<file path="src/rtl/led_strip_scheduler.sv">
// LED strip frame scheduler: reads NUM_LEDS GRB words from the pixel buffer and hands them to the serial encoder. The LED_STRIP_SCHEDULER_AUTO_REPEAT_EN macro makes frames loop until reset.
// Latency: at least 3 clocks per pixel (fetch, wait, present), followed by LATCH_CYCLES clocks of line-low gap.
// Backpressure: valid/ready handshake; a stalled word stays in PRESENT and no further buffer reads are issued.
module led_strip_scheduler #(
  parameter int NUM_LEDS     = 60,
  parameter int ADDR_WIDTH   = 10,
  parameter int LATCH_CYCLES = 2400
) (
  input  logic                  clock,
  input  logic                  reset_n,
  input  logic                  frame_start,
  output logic                  frame_busy,
  output logic                  frame_done,
  output logic [ADDR_WIDTH-1:0] buf_addr,
  output logic                  buf_rd_en,
  input  logic [23:0]           buf_rd_data,
  output logic [23:0]           pixel_data,
  output logic                  pixel_valid,
  input  logic                  pixel_ready,
  output logic                  latch_active
);

  typedef enum logic [2:0] {IDLE, FETCH, WAIT, PRESENT, LATCH} state_t;

  localparam logic [ADDR_WIDTH-1:0] LAST_IDX   = ADDR_WIDTH'(NUM_LEDS - 1);
  localparam logic [15:0]           LATCH_LOAD = 16'(LATCH_CYCLES - 1);

  state_t                state;
  logic [ADDR_WIDTH-1:0] index;
  logic [15:0]           latch_cnt;

  // The index register is the read address; it stops at LAST_IDX, so it never wraps.
  assign buf_addr = index;

  always_ff @(posedge clock or negedge reset_n) begin
    if (!reset_n) begin
      state        <= IDLE;
      index        <= '0;
      latch_cnt    <= '0;
      frame_busy   <= 1'b0;
      frame_done   <= 1'b0;
      buf_rd_en    <= 1'b0;
      pixel_data   <= '0;
      pixel_valid  <= 1'b0;
      latch_active <= 1'b0;
    end else begin
      frame_done <= 1'b0;
      buf_rd_en  <= 1'b0;
      case (state)
        IDLE: begin
          if (frame_start) begin
            index      <= '0;
            frame_busy <= 1'b1;
            buf_rd_en  <= 1'b1;
            state      <= FETCH;
          end
        end
        FETCH: state <= WAIT;
        WAIT: begin
          pixel_data  <= buf_rd_data;
          pixel_valid <= 1'b1;
          state       <= PRESENT;
        end
        PRESENT: begin
          if (pixel_ready) begin
            pixel_valid <= 1'b0;
            if (index < LAST_IDX) begin
              index     <= index + ADDR_WIDTH'(1);
              buf_rd_en <= 1'b1;
              state     <= FETCH;
            end else begin
              latch_active <= 1'b1;
              latch_cnt    <= LATCH_LOAD;
              state        <= LATCH;
            end
          end
        end
        LATCH: begin
          // The counter counts down from LATCH_CYCLES-1 to 0, so the gap lasts exactly LATCH_CYCLES clocks.
          if (latch_cnt == 16'd0) begin
            latch_active <= 1'b0;
            frame_done   <= 1'b1;
`ifdef LED_STRIP_SCHEDULER_AUTO_REPEAT_EN
            index     <= '0;
            buf_rd_en <= 1'b1;
            state     <= FETCH;
`else
            frame_busy <= 1'b0;
            state      <= IDLE;
`endif
          end else begin
            latch_cnt <= latch_cnt - 16'd1;
          end
        end
        default: state <= IDLE;
      endcase
    end
  end

endmodule

</file>
<file path="config.mk">
export PLATFORM = sky130hd
export DESIGN_NAME = led_strip_scheduler
export DESIGN_NICKNAME = d
export VERILOG_FILES = /design/src/rtl/led_strip_scheduler.sv
export SDC_FILE = /design/constraint.sdc
export NUM_CORES = 1
export LEC_CHECK = 0
export ABC_AREA = 1
export CAP_MARGIN = 20
export CORE_MARGIN = 4
export CORE_UTILIZATION = 24
export DETAILED_ROUTE_END_ITERATION = 10
export GPL_TIMING_DRIVEN = 0
export HOLD_SLACK_MARGIN = 0.06
export PLACE_DENSITY_LB_ADDON = 0.15
export SKIP_LAST_GASP = 1
export SLEW_MARGIN = 20
export SYNTH_ARGS = -nofsm -noshare
export SYNTH_HDL_FRONTEND = slang
export SYNTH_SLANG_ARGS = --single-unit
</file>
<file path="constraint.sdc">
create_clock -name clock -period 2.3 [get_ports clock]
set_clock_uncertainty 0.2 [all_clocks]
set_input_delay 0.575 -clock clock [delete_from_list [all_inputs] [get_ports clock]]
set_output_delay 0.575 -clock clock [all_outputs]
set_load 0.02 [all_outputs]
</file>
==> flow_metrics.tcl <==
set metrics [dict create \
    status "finished, final reports clean" \
    core_um2 11500 \
    cp_top_family "buffers and inverters" \
    track_usage_pct 10.5 \
    setup_viol 0 \
    final_common_cell "nand2_1" \
    max_stage_delay_ns 0.65 \
    drt_pre_antenna_iters 4 \
    grt_start_max_net_pins 34 \
    cp_slowest_cell "clkdlybuf4s50_1" \
    dieWidth_um 117 \
    clk_pin_slew_worst_paths_ns 0.05 \
    drc 0 \
    path_max_fanout 6 \
    holdWs_ns 0.275 \
    synth_cell_types 28 \
    crit_buf_inv 1 \
    cts_buffers 9 \
    finalNetCount 416 \
    hpwl_mm 4.87 \
    vias 2201 \
    r2r_cells 9 \
    final_util_pct 35.0 \
    min_period_ns 2.19 \
    max_freq_ghz 0.456 \
    die_height_um 117 \
    h-tree-depth 3 \
    antenna_found_initial 0 \
    p_leak_nw 1.81 \
    cp-end-kind "output port" \
    max_slew.worst_pin.slew_ns 0.384 \
    vias_per_cell 4.12 \
    clk_latency_ns 0.32 \
    crit_chain "clkdlybuf4s50_1" \
    dieArea_um2 13600 \
    syn_avg_cell_area_um2 9.22 \
    final_cell_mix "75 x nand2_1, 65 x clkdlybuf4s50_1, 58 x dfrtp_1" \
    synthToLayoutAreaGrowth_pct 42.0 \
    grt_pass1_vias 2219 \
    cts_root_buf "clkbuf_16" \
    drv_cap 0 \
    syn_area_um2 2830 \
    relSlewSlack_pct 74.4 \
    yosysSeqAreaShare_pct 51.3 \
    yosysWarningCount 0 \
    post_cts_resized 0 \
    hold_path.class "reg2reg" \
    synthCells 307 \
    synth.net_count 337 \
    crit_path_start_kind "register" \
    crit_required_ns 1.52 \
    grt_first_pass_wirelength_mm 11.0 \
    ys_ff_latch 58 \
    cts_tree "yes" \
    hold_viol_final 0 \
    drive_above_1_share_pct 17.1 \
    num_io_pins 67 \
    grt.overflow.total 0 \
    rsz0062_at_grt "no" \
    cp.arrival_ns 1.42 \
    globalplace.congestion 0.743 \
    finalSetupTns_ns 0 \
    port_buffers 66 \
    ir_drop_v 0.000676 \
    pwr_density_cell_nw_per_um2 1350 \
    multiInputGateArea_um2 1200 \
    cp_num_cells 1 \
    hold_depth 1 \
    antenna_cells 0 \
    drt_iter0_markers 142 \
    start_util_pct 24.7 \
    rows 39 \
    num-fill-cells 1170 \
    critPathKind "reg2out" \
    ant_nets 0 \
    clock_path_buffers 2 \
    post-route-period-util_pct 95.3 \
    avgRoutedWirePerCell_um 12.5 \
    cts_num_sinks 58 \
    totalWireLength_mm 6.66 \
    fin_total_pwr_mw 5.43 \
    register_area_um2 1450 \
    drv_slew 0 \
]
-- what timing repair did --
action	in CTS	in global routing
hold buffers	1	0
endpoints found under the hold margin	25	0
setup buffers	0	0
-- where the power goes --
group          leakage [nW]  switching (mW)  total, mW  internal [mW]
clock                 0.156           0.461       1.43          0.973
sequential            0.715           0.279       1.68           1.40
combinational         0.940            1.20       2.31           1.11
total                  1.81            1.94       5.43           3.49
-- layout make-up --
| class | count | share of cell area (%) |
|---|---|---|
| multi-input cells | 211 | 30.0 |
| well taps | 143 | 4.45 |
| flip-flops and latches | 58 | 36.1 |
| clock inverters | 5 | 1.93 |
| repair buffers | 68 | 17.1 |
| plain buffers | 6 | 1.34 |
| inverters | 32 | 2.99 |
| clock buffers | 11 | 6.04 |
-- stage by stage --
step                cell area, um^2  cells  worst slack, ns
floorplan                      2830    307            0.601
global placement               3670    516            -1.65
detailed placement             3690    517            0.166
CTS                            4020    534           0.0892
global route                   4020    534           0.0351
finish                         4020    534            0.108
-- registers in the layout, indices dropped and copies added, names as in the netlist --
name          count
pixel_data       24
latch_cnt        16
buf_addr         10
state             3
buf_rd_en         1
frame_busy        1
frame_done        1
latch_active      1
pixel_valid       1
-- path summary, 6_finish.rpt --
kind / from / endpoint / slack [ns]
hold reg to reg: latch_cnt[0]$_DFFE_PN0P_ / latch_cnt[0]$_DFFE_PN0P_ / 0.27
max in group asynchronous: reset_n / latch_cnt[5]$_DFFE_PN0P_ / 0.85
setup / recovery: buf_addr[2]$_DFFE_PN0P_ / buf_addr[2] / 0.11
setup reg to reg: latch_cnt[0]$_DFFE_PN0P_ / latch_cnt[13]$_DFFE_PN0P_ / 0.47
min in group asynchronous: reset_n / pixel_data[6]$_DFFE_PN0P_ / 0.54
hold / removal: latch_cnt[0]$_DFFE_PN0P_ / latch_cnt[0]$_DFFE_PN0P_ / 0.27
-- synth_stat cells --
master / count / area, um^2
a21o_1: 1 / 7.51
nand3_2: 1 / 10.0
nor2_1: 34 / 128
buf_2: 1 / 5.00
nand2_4: 1 / 11.3
nor4_1: 1 / 6.26
ha_1: 2 / 25.0
nand3b_1: 3 / 22.5
xor2_1: 4 / 35.0
o21ai_1: 11 / 55.1
nor3_1: 2 / 10.0
a21oi_1: 3 / 15.0
o21bai_1: 2 / 15.0
buf_6: 3 / 33.8
nor2_2: 4 / 25.0
o21ai_2: 1 / 8.76
xnor2_1: 2 / 17.5
nand3_4: 3 / 52.6
dfrtp_1: 58 / 1450
mux2_2: 24 / 270
nand2_2: 4 / 25.0
nand2_1: 75 / 282
o21ai_0: 8 / 40.0
inv_1: 29 / 109
nand3_1: 22 / 110
nor2_4: 3 / 33.8
buf_4: 2 / 15.0
inv_2: 3 / 11.3
-- routing by layer --
metal,GRT usage [%],part of all wire (%),vias to the layer above
li1,-,-,1138
met1,13.5,46,1006
met2,16.2,47,49
met3,3.68,5.8,8
met4,4.13,1.4,0
met5,0,0,-
-- cells by family (layout without fill, tap and decap cells) --
family	count (synthesis)	count (layout)	synth area share, %
buffers and inverters	38	122	6.14
DFF	58	58	51.3
adders and majority gates	2	2	0.884
AOI/OAI and AO/OA	26	26	5.00
and+or+nand+nor	153	153	25.3
muxes	24	24	9.55
xor gates and xnor gates	6	6	1.86
No activity file was read; power rests on OpenSTA's default activity.
